**config.mk**
```make
export PLATFORM = sky130hd
export DESIGN_NAME = shift_sequencer
export DESIGN_NICKNAME = d
export VERILOG_FILES = /design/src/rtl/shift_sequencer_pkg.sv /design/src/rtl/sr_datapath.sv /design/src/rtl/shift_sequencer.sv
export SDC_FILE = /design/constraint.sdc
export NUM_CORES = 1
export LEC_CHECK = 0
export ABC_AREA = 1
export CAP_MARGIN = 30
export CORE_MARGIN = 4
export CORE_UTILIZATION = 40
export DETAILED_ROUTE_END_ITERATION = 16
export PLACE_DENSITY = 0.68
export RECOVER_POWER = 100
export SKIP_LAST_GASP = 1
export SYNTH_ARGS = -nofsm -noshare
export SYNTH_HDL_FRONTEND = slang
export SYNTH_HIERARCHICAL = 1
export SYNTH_SLANG_ARGS = --single-unit
```
**constraint.sdc**
```tcl
create_clock -name clk -period 2.3 [get_ports clk]
set_clock_uncertainty 0.2 [all_clocks]
set_input_delay 0.345 -clock clk [delete_from_list [all_inputs] [get_ports clk]]
set_output_delay 0.345 -clock clk [all_outputs]
set_load 0.1 [all_outputs]
```
**src/rtl/shift_sequencer_pkg.sv**
```systemverilog
// shift_sequencer_pkg: shared FSM state encodings and shift-direction codes.
package shift_sequencer_pkg;
  typedef enum logic [1:0] {
    ST_IDLE  = 2'd0,
    ST_SHIFT = 2'd1,
    ST_DONE  = 2'd2
  } state_t;
  localparam logic DIR_RIGHT = 1'b0;
  localparam logic DIR_LEFT  = 1'b1;
endpackage

```
**src/rtl/sr_datapath.sv**
```systemverilog
// sr_datapath: N-bit bidirectional shift register with parallel load and serial-out capture.
module sr_datapath
  import shift_sequencer_pkg::*;
#(
  parameter int N = 6
) (
  input  logic         clk,
  input  logic         reset,
  input  logic         load,
  input  logic         shift_en,
  input  logic         dir,
  input  logic         ser_in,
  input  logic [N-1:0] load_data,
  output logic [N-1:0] q,
  output logic         ser_out
);
  logic [N-1:0] q_q, q_d;
  logic         so_q, so_d;
  always_comb begin
    q_d  = load ? load_data
         : shift_en ? (dir == DIR_RIGHT ? {ser_in, q_q[N-1:1]} : {q_q[N-2:0], ser_in})
         : q_q;
    so_d = (!load && shift_en) ? (dir == DIR_LEFT ? q_q[N-1] : q_q[0]) : so_q;
  end
  always_ff @(posedge clk) begin
    if (!reset) begin
      q_q  <= '0;
      so_q <= 1'b0;
    end else begin
      q_q  <= q_d;
      so_q <= so_d;
    end
  end
  assign q       = q_q;
  assign ser_out = so_q;
endmodule

```
**src/rtl/shift_sequencer.sv**
```systemverilog
// shift_sequencer: start/busy/done controller running an exact, clamped number of shifts.
module shift_sequencer
  import shift_sequencer_pkg::*;
#(
  parameter int N     = 6,
  parameter int CNT_W = 3
) (
  input  logic             clk,
  input  logic             reset,
  input  logic             start,
  input  logic             dir,
  input  logic [CNT_W-1:0] count,
  input  logic [N-1:0]     load_data,
  input  logic             ser_in,
  output logic             busy,
  output logic             done,
  output logic             err,
  output logic [N-1:0]     data_out,
  output logic             ser_out
);
  state_t           state_q, state_d;
  logic [CNT_W-1:0] cnt_q, cnt_d, k;
  logic             dir_q, dir_d, err_q, err_d, over, load, shift_en;
  always_comb begin
    over     = count > CNT_W'(N);
    k        = over ? CNT_W'(N) : count;
    load     = state_q == ST_IDLE && start;
    shift_en = state_q == ST_SHIFT;
    state_d  = state_q == ST_IDLE  ? (start ? (k != '0 ? ST_SHIFT : ST_DONE) : ST_IDLE)
             : state_q == ST_SHIFT ? (cnt_q == CNT_W'(1) ? ST_DONE : ST_SHIFT)
             : ST_IDLE;
    // the count guard keeps cnt from wrapping even if SHIFT were entered with zero
    cnt_d    = load ? k : (shift_en && cnt_q != '0) ? cnt_q - CNT_W'(1) : cnt_q;
    dir_d    = load ? dir : dir_q;
    err_d    = load ? over : err_q;
  end
  always_ff @(posedge clk) begin
    if (!reset) begin
      state_q <= ST_IDLE;
      cnt_q   <= '0;
      dir_q   <= DIR_RIGHT;
      err_q   <= 1'b0;
    end else begin
      state_q <= state_d;
      cnt_q   <= cnt_d;
      dir_q   <= dir_d;
      err_q   <= err_d;
    end
  end
  assign busy = state_q != ST_IDLE;
  assign done = state_q == ST_DONE;
  assign err  = done && err_q;
  sr_datapath #(.N(N)) u_dp (
    .clk       (clk),
    .reset     (reset),
    .load      (load),
    .shift_en  (shift_en),
    .dir       (dir_q),
    .ser_in    (ser_in),
    .load_data (load_data),
    .q         (data_out),
    .ser_out   (ser_out)
  );
endmodule
```
==> metrics.csv <==
stage,metric,value,unit
run_status,outcome,completed,
final_layout,most frequent cells in the layout,"nand2_1, inv_1, a21oi_1",
setup_path,CP Cell Sequence,inv_2 -> nor3_1 -> buf_12,
synthesis,Area contributors post-synth,"dfxtp_1, nand2_1, inv_1",
final_layout,Final Instance Area,1111,µm²
synthesis,synthesized flop and latch total,14,
clock_tree,Post-CTS Setup Inserts,0,
setup_path,Crit. End Element,output pin,
detailed_routing,DR vias/cell,4.660,
global_route,first-pass GRT wire length,3546,µm
run,max_cap viols,0,
sta,Max-slew headroom,63.95,%
sta,Total Neg Setup Slack,0,ps
power_and_ir_drop,peak supply drop,0.0003117,V
final_layout,# nets final,180,
die,Top Ports,24,
synthesis,Unique masters post-synth,21,
detailed_routing,drc violations,0,
clock_tree,CTS tree,yes,
synthesis,register area share after synthesis,30.98,%
final_layout,antenna cells,0,
synthesis,Synth area leader,dfxtp_1,
final_layout,layout cells sized above 1,15.53,%
setup_path,CP startpoint kind,register,
sta,minimum clock period,1924,ps
sta,final setup fails,0,
power_and_ir_drop,Leakage,0.5688,nW
detailed_routing,drt first pass iters,5,
synthesis,top-area cell type share of the netlist area,30.98,%
die,core region area,2062,µm²
setup_path,CP peak stage delay,420,ps
clock_tree,H-tree depth,1,
global_route,initial antenna violation count,0,
synthesis,Syn Inst Count,137,
synthesis,Mapped Area,904.6,µm²
detailed_routing,Avg WL per Cell,11.45,µm
placed_design,DP Area,1139,µm²
setup_path,Reg2Reg Setup Slack,490,ps
sta,Final Hold Fails,0,
die,die area,3086,µm²
detailed_routing,ANT nets after route,0,
clock_tree,clock latency on the worst-skew pair,280,ps
final_layout,fin util,53.88,%
detailed_routing,total via count in the routed design,876,
clock_tree,"Clk pin slew, worst setup/hold paths",80,ps
final_layout,Syn-to-layout area delta,22.82,%
synthesis,Post-Syn Nets,154,
clock_tree,clk buf depth,2,
final_layout,"commonest non-fill, non-tap cell in the layout",nand2_1,
die,Die Wd,55.56,µm
die,y dimension of the die,55.56,µm
hold_path,Hold Crit Class,reg -> reg,
detailed_routing,DRT iter0 DRCs,40,
synthesis,Mapped Avg Cell Area,6.603,µm²
setup_path,CP arrival,1380,ps
setup_path,Crit Path Class,reg -> out,
placed_design,IO Port Bufs,23,
setup_path,Critical Path RT,1750,ps
global_route,GR Overflow Total,0,
clock_tree,post-cts resize count,0,
setup_path,Crit-path slowest cell,dfxtp_1,
clock_tree,# hold bufs at CTS,0,
clock_tree,CTS Root Cell,clkbuf_4,
sta,Fmax,519.8,MHz
placed_design,Final HPWL DP,1682,µm
clock_tree,CTS buffer count,3,
power_and_ir_drop,Cell Pwr Density,667.6,nW/µm²
die,std cell rows,16,
placed_design,GPL Wtd Cong,0.8158,
sta,worst-margin pin slew,543.1,ps
clock_tree,Clock Sink Count,14,
die,initial core utilization,43.87,%
sta,"Slew Viols, Final",0,
sta,RSZ-0062 raised after global routing,no,
global_route,vias in the first global route,814,
sta,Final Cycle Share,83.64,%
synthesis,Yosys warnings,6,
global_route,largest net degree at the start of global routing,12,
detailed_routing,routed wire length,2152,µm
setup_path,CP max FO,4,
global_route,gr usage total,14.31,%
-- Yosys cell counts --
cell type / count
nand2_4: 1
a21oi_1: 15
inv_2: 4
nor2_4: 3
buf_6: 2
inv_1: 22
o21ai_0: 2
nand3_1: 10
nand2_2: 3
nand3_2: 1
clkinv_4: 1
ha_1: 3
o21ai_1: 1
nor3_1: 2
nor2_8: 1
o21a_1: 1
dfxtp_1: 14
a21oi_2: 2
nor2_2: 2
nor2_1: 10
nand2_1: 37
-- power breakdown --
group	internal, mW	total, mW	switching [mW]
sequential	0.266	0.290	0.0240
clock	0.0608	0.145	0.0847
combinational	0.0853	0.307	0.221
-- per-stage QoR --
step	cells	setup WS, ps	power, mW	hold slack (ps)
2_1_floorplan	137	31.32	0.5468	242.6
3_3_place_gp	185	481.2	0.6137	270.8
3_5_place_dp	185	445.7	0.6177	287.6
4_1_cts	188	501.9	0.7614	305.6
5_1_grt	188	275.7	0.7863	328.7
6_report	188	376.2	0.7417	302.3
-- kinds of logic after synthesis --
kind of cell | share of synthesized area (%)
flip-flops | 30.98
AO/OA/AOI/OAI | 12.72
adder cells (fa/ha/maj) | 4.150
buffers and inverters | 14.25
AND/OR/NAND/NOR | 37.90
-- sequential cells by signal, summed over array words and instances (netlist names) --
register / count
dir_q: 1
state_q: 2
err_q: 1
u_dp/ser_out: 1
u_dp/q: 6
cnt_q: 3
-- critical path, delay by kind of cell (launching register included) --
kind / cells / cell delay [ps]
flops: 1 / 420
simple gates: 1 / 360
buf+inv: 2 / 310
-- final timing paths --
kind | startpoint | to | cells past startpoint
setup / recovery | state_q[1] | err | 3
hold / removal | err_q | err_q | 2
setup reg to reg | state_q[0] | u_dp/q[4] | 6
hold reg to reg | err_q | err_q | 2
-- layout make-up --
| type | count | area [µm²] |
|---|---|---|
| fill | 216 | 950.9 |
| clock buffer | 3 | 22.52 |
| multi-input combinational | 94 | 473.0 |
| inverter | 27 | 106.4 |
| tap | 27 | 33.78 |
| timing repair buffer | 23 | 195.2 |
| sequential | 14 | 280.3 |
-- routing by layer --
layer / vias up / GRT usage [%] / wire length (µm)
li1: 472 / - / -
met1: 371 / 17.58 / 1037
met2: 29 / 22.97 / 932
met3: 4 / 4.196 / 158
met4: 0 / 6.250 / 25
met5: - / 0 / 0
(Power assumes the default switching activity.)
